<file path="config.mk">
export PLATFORM = sky130hd
export DESIGN_NAME = multicycle_control_flat
export DESIGN_NICKNAME = d
export VERILOG_FILES = /design/src/rtl/multicycle_control_if.sv /design/src/rtl/multicycle_control.sv /design/src/flat_wrapper.sv
export SDC_FILE = /design/constraint.sdc
export NUM_CORES = 1
export LEC_CHECK = 0
export ABC_AREA = 1
export CAP_MARGIN = 20
export CORE_MARGIN = 4
export CORE_UTILIZATION = 40
export CTS_CLUSTER_DIAMETER = 60
export DETAILED_ROUTE_END_ITERATION = 6
export PLACE_DENSITY = 0.62
export SYNTH_ARGS = -nofsm -noshare
export SYNTH_HDL_FRONTEND = slang
export SYNTH_SLANG_ARGS = --single-unit
</file>
<file path="constraint.sdc">
create_clock -name clk -period 1.6 [get_ports clk]
set_input_delay 0.16 -clock clk [delete_from_list [all_inputs] [get_ports clk]]
set_output_delay 0.16 -clock clk [all_outputs]
set_load 0.005 [all_outputs]
</file>
<file path="src/rtl/multicycle_control_if.sv">
// multicycle_control_if: memory-port handshake between the sequencer (master) and the shared memory (slave)
interface multicycle_control_if;
  logic mem_req;
  logic mem_we;
  logic mem_addr_sel;
  logic mem_ready;
  modport master (output mem_req, mem_we, mem_addr_sel, input mem_ready);
  modport slave (input mem_req, mem_we, mem_addr_sel, output mem_ready);
endinterface

</file>
<file path="src/rtl/multicycle_control.sv">
// multicycle_control: RV32I multi-cycle sequencer FSM with retire counter; ILLEGAL_TRAP_EN selects halt-on-illegal-opcode
module multicycle_control (
  input  logic                        clk,
  input  logic                        rst_n,
  multicycle_control_if.master        mem,
  input  logic [6:0]                  opcode,
  input  logic                        branch_taken,
  output logic                        ir_write,
  output logic                        pc_write,
  output logic                        pc_src,
  output logic [1:0]                  alu_src_a,
  output logic [1:0]                  alu_src_b,
  output logic [1:0]                  alu_op,
  output logic                        reg_write,
  output logic [1:0]                  wb_sel,
  output logic                        retire,
  output logic [31:0]                 instret,
  output logic                        illegal,
  output logic [3:0]                  state
);
  localparam logic [6:0] OP_R    = 7'b0110011;
  localparam logic [6:0] OP_I    = 7'b0010011;
  localparam logic [6:0] OP_LOAD = 7'b0000011;
  localparam logic [6:0] OP_STORE = 7'b0100011;
  localparam logic [6:0] OP_BR   = 7'b1100011;
  localparam logic [6:0] OP_JAL  = 7'b1101111;
  localparam logic [6:0] OP_LUI  = 7'b0110111;
  typedef enum logic [3:0] {
    S_RESET = 4'd0, S_FETCH = 4'd1, S_DECODE = 4'd2, S_MEM_ADDR = 4'd3,
    S_MEM_RD = 4'd4, S_WB_MEM = 4'd5, S_MEM_WR = 4'd6, S_EXEC_R = 4'd7,
    S_EXEC_I = 4'd8, S_LUI = 4'd9, S_WB_ALU = 4'd10, S_BRANCH = 4'd11,
    S_JAL = 4'd12, S_HALT = 4'd13
  } state_t;
  // state-only part of the output decode; pc_write/retire hold just the unconditional terms
  typedef struct packed {
    logic       mem_req;
    logic       mem_we;
    logic       mem_addr_sel;
    logic       pc_src;
    logic [1:0] alu_src_a;
    logic [1:0] alu_src_b;
    logic [1:0] alu_op;
    logic       reg_write;
    logic [1:0] wb_sel;
    logic       pc_write;
    logic       retire;
  } moore_t;
  state_t r_state;
  state_t w_next;
  state_t w_dispatch;
  moore_t r_out;
  logic   w_known;
  logic   w_nop_retire;
  logic [31:0] r_instret;
  function automatic moore_t f_moore(state_t s);
    moore_t m;
    m = '0;
    case (s)
      S_FETCH: begin
        m.mem_req   = 1'b1;
        m.alu_src_a = 2'b01;
        m.alu_src_b = 2'b10;
      end
      S_DECODE: begin
        m.alu_src_a = 2'b10;
        m.alu_src_b = 2'b01;
      end
      S_MEM_ADDR: m.alu_src_b = 2'b01;
      S_MEM_RD: begin
        m.mem_req      = 1'b1;
        m.mem_addr_sel = 1'b1;
      end
      S_WB_MEM: begin
        m.reg_write = 1'b1;
        m.wb_sel    = 2'b01;
        m.retire    = 1'b1;
      end
      S_MEM_WR: begin
        m.mem_req      = 1'b1;
        m.mem_we       = 1'b1;
        m.mem_addr_sel = 1'b1;
      end
      S_EXEC_R: m.alu_op = 2'b10;
      S_EXEC_I: begin
        m.alu_src_b = 2'b01;
        m.alu_op    = 2'b10;
      end
      S_LUI: begin
        m.alu_src_a = 2'b11;
        m.alu_src_b = 2'b01;
        m.alu_op    = 2'b11;
      end
      S_WB_ALU: begin
        m.reg_write = 1'b1;
        m.retire    = 1'b1;
      end
      S_BRANCH: begin
        m.alu_op = 2'b01;
        m.pc_src = 1'b1;
        m.retire = 1'b1;
      end
      S_JAL: begin
        m.pc_src    = 1'b1;
        m.pc_write  = 1'b1;
        m.reg_write = 1'b1;
        m.wb_sel    = 2'b10;
        m.retire    = 1'b1;
      end
      default: m = '0;
    endcase
    return m;
  endfunction
  // opcode dispatch out of DECODE; unknown opcodes trap or fall through as a NOP
  always_comb begin
    w_known    = 1'b1;
    w_dispatch = S_FETCH;
    case (opcode)
      OP_R:              w_dispatch = S_EXEC_R;
      OP_I:              w_dispatch = S_EXEC_I;
      OP_LOAD, OP_STORE: w_dispatch = S_MEM_ADDR;
      OP_BR:             w_dispatch = S_BRANCH;
      OP_JAL:            w_dispatch = S_JAL;
      OP_LUI:            w_dispatch = S_LUI;
      default: begin
        w_known = 1'b0;
`ifdef ILLEGAL_TRAP_EN
        w_dispatch = S_HALT;
`else
        w_dispatch = S_FETCH;
`endif
      end
    endcase
  end
  // next-state: memory states wait on mem_ready, everything else advances unconditionally
  always_comb begin
    w_next = r_state;
    case (r_state)
      S_RESET:    w_next = S_FETCH;
      S_FETCH:    w_next = mem.mem_ready ? S_DECODE : S_FETCH;
      S_DECODE:   w_next = w_dispatch;
      S_MEM_ADDR: w_next = (opcode == OP_LOAD) ? S_MEM_RD : S_MEM_WR;
      S_MEM_RD:   w_next = mem.mem_ready ? S_WB_MEM : S_MEM_RD;
      S_WB_MEM:   w_next = S_FETCH;
      S_MEM_WR:   w_next = mem.mem_ready ? S_FETCH : S_MEM_WR;
      S_EXEC_R, S_EXEC_I, S_LUI: w_next = S_WB_ALU;
      S_WB_ALU, S_BRANCH, S_JAL: w_next = S_FETCH;
      S_HALT:     w_next = S_HALT;
      default:    w_next = S_RESET;
    endcase
  end
  // state register with outputs pre-decoded from the next state so they leave flops directly
  always_ff @(posedge clk or negedge rst_n) begin
    if (!rst_n) begin
      r_state <= S_RESET;
      r_out   <= '0;
    end else begin
      r_state <= w_next;
      r_out   <= f_moore(w_next);
    end
  end
`ifdef ILLEGAL_TRAP_EN
  logic r_illegal;
  assign w_nop_retire = 1'b0;
  // sticky illegal flag, cleared only by reset
  always_ff @(posedge clk or negedge rst_n) begin
    if (!rst_n) r_illegal <= 1'b0;
    else if (r_state == S_DECODE && !w_known) r_illegal <= 1'b1;
  end
  assign illegal = r_illegal;
`else
  assign w_nop_retire = (r_state == S_DECODE) && !w_known;
  assign illegal      = 1'b0;
`endif
  assign mem.mem_req      = r_out.mem_req;
  assign mem.mem_we       = r_out.mem_we;
  assign mem.mem_addr_sel = r_out.mem_addr_sel;
  assign pc_src           = r_out.pc_src;
  assign alu_src_a        = r_out.alu_src_a;
  assign alu_src_b        = r_out.alu_src_b;
  assign alu_op           = r_out.alu_op;
  assign reg_write        = r_out.reg_write;
  assign wb_sel           = r_out.wb_sel;
  assign ir_write         = (r_state == S_FETCH) && mem.mem_ready;
  assign pc_write         = r_out.pc_write || ir_write || ((r_state == S_BRANCH) && branch_taken);
  assign retire           = r_out.retire || ((r_state == S_MEM_WR) && mem.mem_ready) || w_nop_retire;
  assign state            = r_state;
  // retired-instruction counter, wraps naturally at 2^32
  always_ff @(posedge clk or negedge rst_n) begin
    if (!rst_n) r_instret <= '0;
    else if (retire) r_instret <= r_instret + 32'd1;
  end
  assign instret = r_instret;
endmodule

</file>
<file path="src/flat_wrapper.sv">
// flat-port wrapper written by rule: the top's interface ports become plain ports
module multicycle_control_flat 
  (clk, rst_n, opcode, branch_taken, ir_write, pc_write, pc_src, alu_src_a, alu_src_b, alu_op, reg_write, wb_sel, retire, instret, illegal, state, mem_mem_req, mem_mem_we, mem_mem_addr_sel, mem_mem_ready);
  multicycle_control_if mem_i ();
  input  logic clk;
  input  logic rst_n;
  input  logic [6:0] opcode;
  input  logic branch_taken;
  output logic ir_write;
  output logic pc_write;
  output logic pc_src;
  output logic [1:0] alu_src_a;
  output logic [1:0] alu_src_b;
  output logic [1:0] alu_op;
  output logic reg_write;
  output logic [1:0] wb_sel;
  output logic retire;
  output logic [31:0] instret;
  output logic illegal;
  output logic [3:0] state;
  output wire logic [$bits(mem_i.mem_req)-1:0] mem_mem_req;
  output wire logic [$bits(mem_i.mem_we)-1:0] mem_mem_we;
  output wire logic [$bits(mem_i.mem_addr_sel)-1:0] mem_mem_addr_sel;
  input wire logic [$bits(mem_i.mem_ready)-1:0] mem_mem_ready;
  assign mem_mem_req = mem_i.mem_req;
  assign mem_mem_we = mem_i.mem_we;
  assign mem_mem_addr_sel = mem_i.mem_addr_sel;
  assign mem_i.mem_ready = mem_mem_ready;
  multicycle_control u_core (.clk(clk), .rst_n(rst_n), .mem(mem_i), .opcode(opcode), .branch_taken(branch_taken), .ir_write(ir_write), .pc_write(pc_write), .pc_src(pc_src), .alu_src_a(alu_src_a), .alu_src_b(alu_src_b), .alu_op(alu_op), .reg_write(reg_write), .wb_sel(wb_sel), .retire(retire), .instret(instret), .illegal(illegal), .state(state));
endmodule
</file>
==> flow_summary.json <==
{
  "status": "complete, but fails checks",
  "violations": "setup timing",
  "routedWlPerCell_um": 15.02,
  "place.gp.congestion": 0.8692,
  "grt_max_degree": 44,
  "die_h_um": 96.33,
  "netlist_area_sq_mm": 0.003120,
  "worstPathArrival_ns": 1.97,
  "ios": 64,
  "seq_area_frac_synth_pct": 40.10,
  "synth_top_cells_by_area": "dfrtp_1 (40%), nand2_1 (14%), xor2_1 (7.3%)",
  "dpl.hpwl_um": 6564,
  "drt_wl_total_um": 9686,
  "cts_tree": "built",
  "antennaDiodeCount": 0,
  "ir_drop_v": 0.0007942,
  "synth_largest_area_cell": "dfrtp_1",
  "crit_fanout": 7,
  "synth_top_area_share_pct": 40.10,
  "hold_viol_final": 0,
  "powerDensity_mw_per_mm2": 1362,
  "share_comb_of_total_power_pct": 60.4,
  "ys_warn_count": 0,
  "placeableCoreArea_sq_mm": 0.007408,
  "min_period_over_period_pct": 108.2,
  "switchingPower_uw": 2604,
  "fp.dieW_um": 96.33,
  "worstReg2RegStart": "u_core.state[2]",
  "dieArea_sq_mm": 0.009279,
  "rsz0062_at_grt": "true",
  "power_uw": 6607,
  "vias_per_cell": 5.057,
  "synth.distinct_cells": 34,
  "max_freq_ghz": 0.5774,
  "critPathKind": "reg -> reg",
  "fillers": 619,
  "swShare_pct": 39.41,
  "clkPwrFrac_pct": 13.7,
  "vias": 3262,
  "clk_latency_ns": 0.30,
  "min_period_ns": 1.732,
  "avgSynthCellArea_sq_um": 7.465,
  "power.internal_uw": 4003,
  "clockRootBuffer": "clkbuf_8",
  "start_util_pct": 42.12,
  "p_seq_share_pct": 26.0,
  "drive_gt1_share_pct": 35.90,
  "clk_pin_slew_worst_paths_ns": 0.09,
  "fin_ws_ns": -0.1318,
  "critPathLaunch": "u_core.state[2]",
  "grt_pass1_wl_um": 14060,
  "hold_class": "in -> async",
  "grt_antenna_before_repair": 0,
  "skew_ns": 0.006524,
  "cap_violations": 0,
  "ys_seq_elements": 50,
  "utilization_pct": 65.46,
  "start_kind": "flip-flop",
  "endpoint_kind": "flip-flop",
  "io_buffer_count": 62,
  "drt-pass1-iter-count": 5,
  "rows": 31,
  "grt_pass1_vias": 3009,
  "final_common_cell": "nand2_1",
  "area_growth_pct": 55.41,
  "h-tree-depth": 2,
  "cts_buffers": 5,
  "cts_num_sinks": 50,
  "drc": 0,
  "mostFrequentLayoutCells": "nand2_1 (89), clkdlybuf4s50_1 (58), buf_4 (55), dfrtp_1 (46), nor2_1 (40)",
  "drtAntennaViolNets": 0,
  "finalSetupViolCount": 16,
  "clockBufferDepth": 2,
  "track_usage_pct": 19.57,
  "slew_violations": 0,
  "p_leak_uw": 0.002223,
  "drt_iter0_drc": 204,
  "nets": 558,
  "syn_inst": 418,
  "syn_nets": 430,
  "grt_overflow": 0,
  "worstPathRequired_ns": 1.84
}
## cells by family after synthesis
| family | share of synthesized area (%) |
|---|---|
| simple gates | 34.56 |
| buf+inv | 9.823 |
| flops | 40.10 |
| xor+xnor | 9.423 |
| compound gates | 5.573 |
| fa+ha+maj | 0.4009 |
| other cells | 0.1202 |
## Yosys cell counts, drive strengths merged
| cell type | count |
|---|---|
| o22ai | 1 |
| a21boi | 1 |
| ha | 1 |
| nand4 | 6 |
| inv | 49 |
| clkinv | 1 |
| xnor2 | 5 |
| nand2 | 129 |
| nand3 | 30 |
| xor2 | 26 |
| nor3 | 15 |
| nor3b | 1 |
| o21ai | 19 |
| a21oi | 6 |
| conb | 1 |
| a31oi | 2 |
| nor4 | 1 |
| nor2 | 58 |
| dfrtp | 50 |
| buf | 15 |
| or2 | 1 |
## final timing paths
| path | slack (ns) | endpoint | cells past startpoint |
|---|---|---|---|
| hold reg to reg | 0.51 | u_core.instret[6] | 1 |
| setup / recovery | -0.13 | u_core.reg_write | 11 |
| setup reg to reg | -0.13 | u_core.reg_write | 11 |
| max in group asynchronous | 0.73 | u_core.state[2] | 3 |
| hold / removal | 0.34 | u_core.instret[0] | 2 |
| min in group clk | 0.51 | u_core.instret[6] | 1 |
## power by group through the flow
stage | Clock (uW) | Sequential, uW | Combinational [uW]
2_1_floorplan | 0 | 1730 | 1450
3_5_place_dp | 0 | 1730 | 2730
5_1_grt | 973 | 1740 | 4280
3_3_place_gp | 0 | 1730 | 2700
4_1_cts | 919 | 1720 | 3070
6_report | 903 | 1720 | 3990
## repair_timing
item	CTS	global route
setup endpoints to repair	19	48
pin swaps	13	22
gates cloned	0	6
hold buffers	1	0
resized for setup	36	79
hold endpoints to repair	17	0
buffers inserted	7	8
## cell type report
type / instances / area (sq um) / area share [%]
multi-input combinational: 303 / 1853 / 38.21
timing repair buffer: 136 / 1314 / 27.09
sequential: 50 / 1256 / 25.90
inverter: 50 / 190.2 / 3.922
tap: 99 / 123.9 / 2.554
clock buffer: 6 / 82.58 / 1.703
clock inverter: 1 / 30.03 / 0.6192
## registers in the layout (all words and copies together) (netlist names)
name and cells:
u_core.state 4, u_core.r_out 2, u_core.mem.mem_addr_sel 1, u_core.reg_write 1, u_core.mem.mem_we 1, u_core.mem.mem_req 1, u_core.instret 32, u_core.alu_src_b 2
u_core.alu_src_a 2, u_core.alu_op 2, u_core.pc_src 1, u_core.wb_sel 1
## critical path, stage by stage, from the launching register on
cell and delay, ns:
dfrtp_2 0.46, buf_6 0.14, nand2_4 0.05, buf_6 0.12
nor2_1 0.05, nand2_1 0.07, nand2_1 0.07, nor3_2 0.24
nand2_2 0.18, nor2_1 0.13, nand2_1 0.08, nand2_1 0.08
## per-layer routing
layer | vias up | part of all wire [%] | GRT usage (%)
li1 | 1551 | - | -
met1 | 1553 | 43 | 26.79
met2 | 143 | 48 | 31.63
met3 | 15 | 7.7 | 3.127
met4 | 0 | 1.5 | 6.192
met5 | - | 0 | 0
## per-stage QoR
step           setup TNS (ns)  hold slack, ns  cell area, sq um  instances  setup slack, ns
3_3_place_gp           -5.749          0.1254              4158        616          -0.2713
5_1_grt                -4.160          0.3660              4850        645          -0.2105
3_5_place_dp           -7.105          0.1265              4158        616          -0.2870
2_1_floorplan               0         -0.1356              3120        418          0.04882
6_report               -1.114          0.3382              4850        645          -0.1318
4_1_cts               -0.3310          0.3498              4429        631         -0.09505
Note: power is estimated with default switching activity, not from simulation.
